===== config.mk =====
export PLATFORM = sky130hd
export DESIGN_NAME = seq_mult_ctrl
export DESIGN_NICKNAME = d
export VERILOG_FILES = /design/src/rtl/seq_mult_ctrl.sv
export SDC_FILE = /design/constraint.sdc
export NUM_CORES = 1
export LEC_CHECK = 0
export CAP_MARGIN = 20
export CORE_AREA = 2 2 91 93
export DETAILED_ROUTE_END_ITERATION = 12
export DIE_AREA = 0 0 93 95
export MAX_ROUTING_LAYER = met4
export PLACE_DENSITY = 0.65
export SLEW_MARGIN = 20
export SYNTH_ARGS = -nofsm -noshare
export SYNTH_HDL_FRONTEND = slang
export SYNTH_SLANG_ARGS = --single-unit

===== constraint.sdc =====
create_clock -name clk -period 4.4 [get_ports clk]
set_clock_uncertainty 0.15 [all_clocks]
set_input_delay 0.88 -clock clk [delete_from_list [all_inputs] [get_ports clk]]
set_output_delay 0.88 -clock clk [all_outputs]
set_load 0.01 [all_outputs]

===== src/rtl/seq_mult_ctrl.sv =====
// seq_mult_ctrl: sequential unsigned multiplier controller.
// A single row of WIDTH adder cells is reused once per multiplier bit, with
// LSB first. Accumulator {acc_hi, acc_lo} shifts right one bit per iteration.
// Optional feature macro: SEQ_MULT_EARLY_TERM_EN. When it is defined, RUN ends
// as soon as no set multiplier bits remain.
// Handshake: start is accepted on a rising edge where ready=1. done pulses for
// one cycle with product valid. start seen while ready=0 is dropped.
`timescale 1ns/1ps
module seq_mult_ctrl #(
    parameter int WIDTH = 8
) (
    input  logic                 clk,
    input  logic                 rst,
    input  logic                 start,
    input  logic [WIDTH-1:0]     a,
    input  logic [WIDTH-1:0]     b,
    output logic                 ready,
    output logic                 done,
    output logic [2*WIDTH-1:0]   product
);

    localparam int CW = $clog2(WIDTH);
    localparam int PW = 2 * WIDTH;
    localparam logic [CW-1:0] LAST = CW'(WIDTH - 1);

    typedef enum logic [1:0] {IDLE, RUN, DONE} state_t;

    state_t            state, next_state;
    logic [WIDTH-1:0]  a_r, b_r;
    logic [WIDTH:0]    acc_hi;
    logic [WIDTH-1:0]  acc_lo;
    logic [CW-1:0]     cnt;

    logic [WIDTH:0]    s;
    logic              last_iter;
    logic [CW:0]       shamt;
    logic [PW-1:0]     aligned;

    // Shared row: add the gated multiplicand to the upper accumulator half.
    // acc_hi[WIDTH] stays zero after every shift, so including it is harmless.
    always_comb begin
        s = acc_hi + (b_r[cnt] ? {1'b0, a_r} : '0);
    end

    // Final-iteration detection and alignment of the result as if every
    // remaining shift had already taken place.
    always_comb begin
`ifdef SEQ_MULT_EARLY_TERM_EN
        last_iter = (cnt == LAST) || (((b_r >> cnt) >> 1) == '0);
`else
        last_iter = (cnt == LAST);
`endif
        shamt   = (CW+1)'(WIDTH) - {1'b0, cnt};
        aligned = PW'({s, acc_lo} >> shamt);
    end

    // State register.
    always_ff @(posedge clk or posedge rst) begin
        if (rst) state <= IDLE;
        else     state <= next_state;
    end

    // Next-state and handshake outputs.
    always_comb begin
        next_state = state;
        ready      = 1'b0;
        done       = 1'b0;
        case (state)
            IDLE: begin
                ready = 1'b1;
                if (start) next_state = RUN;
            end
            RUN: begin
                if (last_iter) next_state = DONE;
            end
            DONE: begin
                done       = 1'b1;
                next_state = IDLE;
            end
            default: next_state = IDLE;
        endcase
    end

    // Datapath: operand capture, shift-accumulate, and product register.
    always_ff @(posedge clk or posedge rst) begin
        if (rst) begin
            a_r     <= '0;
            b_r     <= '0;
            acc_hi  <= '0;
            acc_lo  <= '0;
            cnt     <= '0;
            product <= '0;
        end else begin
            case (state)
                IDLE: begin
                    if (start) begin
                        a_r    <= a;
                        b_r    <= b;
                        acc_hi <= '0;
                        acc_lo <= '0;
                        cnt    <= '0;
                    end
                end
                RUN: begin
                    acc_hi <= {1'b0, s[WIDTH:1]};
                    acc_lo <= {s[0], acc_lo[WIDTH-1:1]};
                    cnt    <= cnt + CW'(1);
                    if (last_iter) product <= aligned;
                end
                default: ;
            endcase
        end
    end

endmodule


==> results of run 1 <==
## final cells by class
cell class              instances  share of cell area [%]
clock buffers                   6                    1.82
clock inverters                 2                   0.345
inverters                       7                   0.659
multi-input cells             298                    50.0
flip-flops and latches         53                    33.3
well taps                     105                    3.30
repair buffers                 44                    10.5
## flip-flops by register name, indices dropped and copies added (netlist names)
register / cells
b_r: 8
acc_lo: 8
product: 16
acc_hi: 8
state: 2
cnt: 3
a_r: 8
## cells by family after synthesis
kind of cell	Yosys count	share of synthesized area [%]
mux	17	8.55
buf+inv	34	4.67
flops	53	38.1
fa+ha+maj	12	4.53
simple gates	170	21.7
xor+xnor	5	1.47
compound gates	94	21.0
## stage by stage
| step | setup slack (ps) | power [W] | std cells |
|---|---|---|---|
| global route | 424 | 0.00386 | 515 |
| CTS | 657 | 0.00355 | 515 |
| floorplan | 684 | 0.00266 | 385 |
| detailed placement | 665 | 0.00326 | 507 |
| global placement | 737 | 0.00323 | 507 |
| finish | 664 | 0.00354 | 515 |
## cells in the final DEF, fill, tap and decap left out, types with 3 or more instances in the layout
master and instances:
a22o_1 5, inv_1 5, nand2_1 97, nor2_1 20
dfrtp_1 53, nor3_1 5, nand3_1 17, ha_1 11
mux4_2 10, o21ai_0 26, a21o_1 6, nor2b_1 14
buf_4 8, clkdlybuf4s50_1 36, clkbuf_8 5, nand2b_1 4
mux2i_1 5, a21oi_1 10, a211oi_1 4, a211o_1 3
o31ai_1 4, a31oi_1 5
## worst max-delay path, delay by kind of cell, from the launching register on
kind            cells  cell delay [ps]
fa+ha+maj           2              680
buf+inv             1              170
mux                 3              830
compound gates      5             1310
flops               1              420
simple gates        1               50
## worst min-delay path by stage
stage | start | end | slack (ps) | cells after the start
after global placement | b_r[4]$_DFFE_PP0P_ | b_r[4]$_DFFE_PP0P_ | 300 | 2
final | a_r[0]$_DFFE_PP0P_ | a_r[0]$_DFFE_PP0P_ | 330 | 2
after CTS | a_r[0]$_DFFE_PP0P_ | a_r[0]$_DFFE_PP0P_ | 330 | 2
after detailed placement | a_r[0]$_DFFE_PP0P_ | a_r[0]$_DFFE_PP0P_ | 310 | 2
after global routing | a_r[0]$_DFFE_PP0P_ | a_r[0]$_DFFE_PP0P_ | 350 | 2
after floorplan | a_r[0]$_DFFE_PP0P_ | a_r[0]$_DFFE_PP0P_ | 290 | 2
## power by group through the flow
stage,clock (W),sequential [W],combinational [W]
2_1_floorplan,0,0.000849,0.00181
3_3_place_gp,0,0.000861,0.00237
3_5_place_dp,0,0.000873,0.00239
4_1_cts,0.000286,0.000861,0.00240
5_1_grt,0.000310,0.000895,0.00266
6_report,0.000280,0.000860,0.00240
## metal layers
metal | global-route usage [%] | routed length [um]
met1 | 27.0 | 3840
met2 | 32.8 | 3840
met3 | 3.67 | 384
met4 | 3.92 | 72
met5 | - | 0
==> impl_metrics.tcl, run 1 <==
set metrics [dict create \
    period_minus_slack_ps 3740 \
    post-cts-setup-buffer-count 0 \
    cp_data_required_time_ps 4440 \
    cts_made_buffers 5 \
    combPwrFrac_pct 67.8 \
    grt_setup_unrepaired "false" \
    dr.pass1.iters 4 \
    postLayoutCoreUtil_pct 50.3 \
    switchingPower_w 0.00172 \
    cap_violations 0 \
    final.period_utilization_pct 84.9 \
    yosysMostFrequentCell "nand2_1" \
    cp_slowest_stage_delay_ps 500 \
    post_dp_cell_area_sq_um 3900 \
    nNetsFinal 440 \
    final_area_sq_um 3990 \
    p_sw_share_pct 48.5 \
    r2r-end "product[9]$_DFFE_PP0P_" \
    internal-power_w 0.00183 \
    ys.flop_type "dfrtp_1" \
    crit_top_cell "mux2i_1" \
    yosys_register_bits 53 \
    cp_max_fo 8 \
    synth_common_cells "97 x nand2_1, 53 x dfrtp_1, 26 x o21ai_0, 20 x nor2_1, 17 x nand3_1" \
    p_leak_nw 1.71 \
    start_util_pct 43.9 \
    ctsHoldBuffers 0 \
    startpoint_type "flip-flop" \
    finalSetupTns_ps 0 \
    grt_max_degree 32 \
    coreArea_sq_um 7930 \
    grt_pass1_wl_um 13700 \
    fp-row-count 33 \
    crit_chain "mux4_2 -> mux2i_1 -> buf_4 -> nor2b_1 -> ha_1 -> fa_1 -> a21oi_1 -> o22a_1 -> mux2i_1 -> a221oi_4 -> a2111oi_2 -> a221o_1" \
    die_w_um 93 \
    startpoint "cnt[0]$_DFFE_PP0P_" \
    cp.arrival_ps 3780 \
    min_path_type "reg2reg" \
    async_flop_share_pct 100 \
    synth_cell_types 66 \
    dieHeight_um 95 \
    drt-initial-drc-count 176 \
    synth_area_leaders "dfrtp_1 38%, nand2_1 10%, mux4_2 6.5%" \
    maxSlewViolCount 0 \
    grt_pass1_vias 2721 \
    avgSynthCellArea_sq_um 9.05 \
    hpwl_um 6060 \
    clk_pin_slew_ps 100 \
    hold_viol 0 \
    crit_type "reg2reg" \
    via_per_inst 5.64 \
    pwr_density_cell_nw_per_um2 889 \
    rrSetupSlack_ps 660 \
    synth_nets 416 \
    max-slew-margin-rel_pct 41.6 \
    n_fill_cell 777 \
    num_vias 2907 \
    worstSkewPairLatency_ps 310 \
    reg2regPathDepth 12 \
    die_area_sq_um 8840 \
    place_congestion 0.895 \
    syn-cell-area_sq_um 3480 \
    ys_seq_area_share_pct 38.1 \
    synth_largest_area_cell "dfrtp_1" \
    grtUsageTotal_pct 20.2 \
    worstMarginPinSlew_ps 876 \
    syn_to_final_growth_pct 14.4 \
    yosysTopAreaCellShare_pct 38.1 \
    cts-resized-gates 0 \
    p_seq_share_pct 24.3 \
    syn_inst 385 \
    drt-wirelength-per-cell_um 15.8 \
    cts_tree "built" \
    antenna_found_initial 0 \
    synth_edf_count 0 \
    r2r-start "cnt[0]$_DFFE_PP0P_" \
    io_buffer_count 36 \
    vdd_ir_drop_max_mv 0.412 \
    multiInputGateArea_sq_um 1990 \
    ys_warn_count 0 \
    drive_gt1_share_pct 11.0 \
    cts_buffer_depth 2 \
    overflow 0 \
    io_pins 37 \
    regArea_sq_um 1330 \
    cpMaxStageDelayCell "mux4_2" \
    setup_viol 0 \
    pwr-share-clk_pct 7.9 \
    ant_nets 0 \
    end_kind "flip-flop" \
    drc_errors 0 \
    insertedDiodeCount 0 \
    wl_um 8140 \
    crit_path_end "product[9]$_DFFE_PP0P_" \
    hold_ws_ps 328 \
    max_freq_ghz 0.268 \
    clock_sinks 53 \
    cts-root-buf "clkbuf_8" \
    status "finished clean" \
    htreeDepth 2 \
]
Power figures use the tool's default switching activity.
==> run 2: changes to the inputs <==
==> constraint.sdc (replaced) <==
create_clock -name clk -period 3.7 [get_ports clk]
set_clock_uncertainty 0.15 [all_clocks]
set_input_delay 0.74 -clock clk [delete_from_list [all_inputs] [get_ports clk]]
set_output_delay 0.74 -clock clk [all_outputs]
set_load 0.01 [all_outputs]
==> impl_metrics.tcl, run 2 (same netlist as run 1, synthesis figures left out) <==
set metrics [dict create \
    largest_reg_flops 16 \
    pwr-share-clk_pct 9.4 \
    final.period_utilization_pct 94.2 \
    ant_nets 0 \
    grt_setup_unrepaired "false" \
    cts_buffer_depth 2 \
    cts-root-buf "clkbuf_8" \
    min_delay_path_depth 2 \
    r2r-start "cnt[0]$_DFFE_PP0P_" \
    layout_setup_ws_ps 215 \
    end_kind "flip-flop" \
    n_fill_cell 760 \
    vdd_ir_drop_max_mv 0.445 \
    drive_gt1_share_pct 15.3 \
    maxSlewViolCount 0 \
    io_pins 37 \
    setup_viol 0 \
    combPwrFrac_pct 67.9 \
    drc_errors 0 \
    overflow 0 \
    via_per_inst 5.67 \
    startpoint_type "flip-flop" \
    r2r-end "product[9]$_DFFE_PP0P_" \
    grt_max_degree 54 \
    clock_sinks 53 \
    cp.arrival_ps 3590 \
    multiInputGateArea_sq_um 2050 \
    place_ws_ps 83.7 \
    insertedDiodeCount 0 \
    dr.pass1.iters 4 \
    num_vias 2972 \
    dieHeight_um 95 \
    cts_tree "built" \
    fp-row-count 33 \
    grt_pass1_vias 2894 \
    worstMarginPinSlew_ps 904 \
    place_congestion 0.903 \
    internal-power_w 0.00241 \
    top_register "product" \
    hpwl_um 5930 \
    die_w_um 93 \
    p_sw_share_pct 46.5 \
    min_path_type "reg2reg" \
    drt-initial-drc-count 183 \
    status "finished clean" \
    nNetsFinal 449 \
    ctsHoldBuffers 0 \
    antenna_found_initial 0 \
    die_area_sq_um 8840 \
    crit_type "reg2reg" \
    p_leak_nw 1.76 \
    wl_um 8120 \
    grt_pass1_wl_um 14200 \
    p_seq_share_pct 22.7 \
    final_common_cell "nand2_1" \
    cp_max_fo 7 \
    cp_data_required_time_ps 3810 \
    hp-start "a_r[5]$_DFFE_PP0P_" \
    min_to "a_r[5]$_DFFE_PP0P_" \
    most-common-layout-cells "97 x nand2_1, 53 x dfrtp_1, 36 x clkdlybuf4s50_1" \
    clk_pin_slew_ps 100 \
    coreArea_sq_um 7930 \
    grtUsageTotal_pct 20.8 \
    max-slew-margin-rel_pct 39.7 \
    syn_to_final_growth_pct 18.9 \
    rrSetupSlack_ps 210 \
    switchingPower_w 0.00210 \
    worstSkewPairLatency_ps 320 \
    pwr_density_cell_nw_per_um2 1090 \
    regArea_sq_um 1330 \
    io_buffer_count 36 \
    reg2regPathDepth 11 \
    cap_violations 0 \
    htreeDepth 2 \
    drt-wirelength-per-cell_um 15.5 \
    max_freq_ghz 0.287 \
    finalSetupTns_ps 0 \
    period_minus_slack_ps 3490 \
    hold_viol 0 \
    start_util_pct 43.9 \
    cts_made_buffers 5 \
]
[run 2: worst max path at each step]
stage                             from                endpoint  slack [ps]  cells after the start
finish              cnt[0]$_DFFE_PP0P_  product[9]$_DFFE_PP0P_         210                     11
global route        cnt[0]$_DFFE_PP0P_  product[7]$_DFFE_PP0P_         0.7                     12
global placement    cnt[0]$_DFFE_PP0P_  product[5]$_DFFE_PP0P_         180                     11
CTS                 cnt[0]$_DFFE_PP0P_  product[5]$_DFFE_PP0P_          60                     11
detailed placement  cnt[0]$_DFFE_PP0P_  product[5]$_DFFE_PP0P_          80                     11
floorplan           cnt[0]$_DFFE_PP0P_  product[9]$_DFFE_PP0P_          70                     13
[run 2: power groups by stage]
| stage | Combinational [W] | Sequential [W] | Clock [W] |
|---|---|---|---|
| global placement | 0.00292 | 0.00103 | 0 |
| detailed placement | 0.00295 | 0.00103 | 0 |
| global route | 0.00340 | 0.00106 | 0.000456 |
| CTS | 0.00297 | 0.00102 | 0.000434 |
| finish | 0.00306 | 0.00102 | 0.000426 |
| floorplan | 0.00217 | 0.00101 | 0 |
[run 2: routing by layer]
metal | part of all wire (%) | global-route usage [%] | vias to the layer above
met3 | 4.3 | 3.19 | 8
met1 | 47 | 28.4 | 1440
li1 | - | - | 1443
met4 | 1.5 | 4.78 | 0
met2 | 48 | 33.2 | 81
met5 | 0 | - | -
[run 2: critical path, stage by stage (launching register included)]
cell and delay [ps]:
dfrtp_1 420, mux4_2 520, mux2i_2 190, buf_4 180
nor2b_1 50, ha_2 380, buf_4 160, nand4b_1 150
a2111oi_2 610, a211oi_4 100, a2111oi_2 350, a221o_1 150
[run 2: final cells by class]
class                           count  share of cell area [%]
Tap cell                          105                    3.17
Inverter                            7                   0.634
Timing Repair Buffer               53                    11.8
Clock buffer                        6                    1.99
Sequential cell                    53                    32.0
Multi-Input combinational cell    298                    49.5
Clock inverter                      2                   0.906
[run 2: timing repair]
item | CTS | global route
setup endpoints to repair | 0 | 9
setup buffers | 0 | 1
resized for setup | 0 | 11
[run 2: per-stage QoR]
stage	total power (W)	cells	utilization (%)	cell area [sq um]	hold slack, ps
after floorplan	0.00318	385	-	3490	288
after global placement	0.00394	515	50.0	3960	306
after detailed placement	0.00398	515	50.0	3960	310
after CTS	0.00443	523	51.5	4080	334
after global routing	0.00492	524	52.3	4140	357
final	0.00451	524	52.3	4140	325
==> run 3: changes to the inputs <==
==> constraint.sdc (replaced) <==
create_clock -name clk -period 3.7 [get_ports clk]
set_clock_uncertainty 0.15 [all_clocks]
set_input_delay 0.555 -clock clk [delete_from_list [all_inputs] [get_ports clk]]
set_output_delay 0.555 -clock clk [all_outputs]
set_load 0.01 [all_outputs]
==> impl_metrics.tcl, run 3 (same netlist as run 1, synthesis figures left out) <==
set metrics [dict create \
    status "finished clean" \
    setup_viol 0 \
    final_common_cell "nand2_1" \
    top_register "product" \
    multiInputGateArea_sq_um 2070 \
    cap_violations 0 \
    overflow 0 \
    n_fill_cell 742 \
    most-common-layout-cells "97 x nand2_1, 53 x dfrtp_1, 36 x clkdlybuf4s50_1" \
    worstSkewPairLatency_ps 310 \
    clock_sinks 53 \
    pwr_density_cell_nw_per_um2 1080 \
    drive_gt1_share_pct 15.1 \
    min_path_type "reg2reg" \
    cp_slowest_stage_delay_ps 520 \
    clk_pin_slew_ps 100 \
    post_dp_cell_area_sq_um 3960 \
    wl_um 8080 \
    grtUsageTotal_pct 20.3 \
    max_freq_ghz 0.287 \
    ctsHoldBuffers 0 \
    cp_data_required_time_ps 3790 \
    die_area_sq_um 8840 \
    cts_made_buffers 5 \
    hpwl_um 5970 \
    coreArea_sq_um 7930 \
    insertedDiodeCount 0 \
    end_kind "flip-flop" \
    htreeDepth 2 \
    cpMaxStageDelayCell "mux4_2" \
    grt_setup_unrepaired "false" \
    drt-initial-drc-count 160 \
    dieHeight_um 95 \
    antenna_found_initial 0 \
    final.period_utilization_pct 94.2 \
    grt_pass1_vias 2855 \
    instances_no_fill 523 \
    dr.pass1.iters 4 \
    drc_errors 0 \
    grt_max_degree 33 \
    startpoint_type "flip-flop" \
    cts-root-buf "clkbuf_8" \
    crit_type "reg2reg" \
    max-slew-margin-rel_pct 39.6 \
    via_per_inst 5.63 \
    m1WireLength_um 3910 \
    grt_pass1_wl_um 13900 \
    largest_reg_flops 16 \
    finalSetupTns_ps 0 \
    wl_met3_um 366 \
    num_vias 2944 \
    regArea_sq_um 1330 \
    start_util_pct 43.9 \
    crit_chain "mux4_2 -> mux2i_2 -> buf_4 -> nor2b_1 -> ha_2 -> buf_4 -> nand4b_1 -> a2111oi_4 -> a211oi_4 -> a2111oi_2 -> a221o_1" \
    place_congestion 0.923 \
    nNetsFinal 448 \
    p_leak_nw 1.74 \
    worstMarginPinSlew_ps 906 \
    rrSetupSlack_ps 210 \
    cp.arrival_ps 3580 \
    io_buffer_count 36 \
    cts_tree "built" \
    maxSlewViolCount 0 \
    final_area_sq_um 4120 \
    drt-wirelength-per-cell_um 15.5 \
    topRoutingLayerUsed "met4" \
    die_w_um 93 \
    fp-row-count 33 \
    cp_max_fo 7 \
    period_minus_slack_ps 3490 \
    vdd_ir_drop_max_mv 0.392 \
    ant_nets 0 \
    cts_buffer_depth 2 \
    io_pins 37 \
    hold_viol 0 \
    crit_top_cell "buf_4" \
    syn_to_final_growth_pct 18.2 \
    met2_length_um 3670 \
    dpl.cell_count 515 \
]
[run 3: layout make-up]
cell class / count / area share (%)
repair buffers: 52 / 11.7
clock buffers: 6 / 1.76
inverters: 7 / 0.638
well taps: 105 / 3.19
flip-flops and latches: 53 / 32.2
clock inverters: 2 / 0.334
multi-input cells: 298 / 50.2
[run 3: worst max-delay path, delay by kind of cell, from the launching register on]
kind / cells / cell delay, ps
AND/OR/NAND/NOR: 2 / 260
adder cells (fa/ha/maj): 1 / 370
multiplexers: 2 / 700
flip-flops: 1 / 420
buffers and inverters: 2 / 350
AO/OA/AOI/OAI: 4 / 1160
[run 3: path summary, 6_finish.rpt]
check	startpoint	endpoint	depth (start not counted)
setup / recovery	cnt[0]$_DFFE_PP0P_	product[9]$_DFFE_PP0P_	11
hold / removal	a_r[3]$_DFFE_PP0P_	a_r[3]$_DFFE_PP0P_	2
setup reg to reg	cnt[0]$_DFFE_PP0P_	product[9]$_DFFE_PP0P_	11
hold reg to reg	a_r[3]$_DFFE_PP0P_	a_r[3]$_DFFE_PP0P_	2
max in group asynchronous	rst	product[7]$_DFFE_PP0P_	3
min in group asynchronous	rst	b_r[3]$_DFFE_PP0P_	2
[run 3: repair_timing]
action / in CTS / in global routing
endpoints found under the setup margin: 0 / 11
buffers inserted: 0 / 0
resized for setup: 0 / 13
endpoints found under the hold margin: 0 / 0
[run 3: stage by stage]
stage / setup WS, ps / power (W) / util, % / hold WS [ps]
2_1_floorplan: 67.3 / 0.00318 / - / 288
5_1_grt: 23.0 / 0.00482 / 51.9 / 353
3_5_place_dp: 144 / 0.00397 / 50.0 / 309
4_1_cts: 114 / 0.00432 / 51.1 / 333
3_3_place_gp: 183 / 0.00394 / 50.0 / 305
6_report: 214 / 0.00443 / 51.9 / 327
[run 3: power breakdown]
group	total, W	internal (W)	switching (W)
Combinational	0.00308	0.00135	0.00173
Clock	0.000333	0.000135	0.000197
Sequential	0.00102	0.000835	0.000183
Total	0.00443	0.00232	0.00211
[run 3: metal layers]
metal / vias up / track usage, %
met1: 1399 / 27.5
met5: - / -
li1: 1447 / -
met4: 0 / 7.11
met3: 12 / 2.71
met2: 86 / 31.6
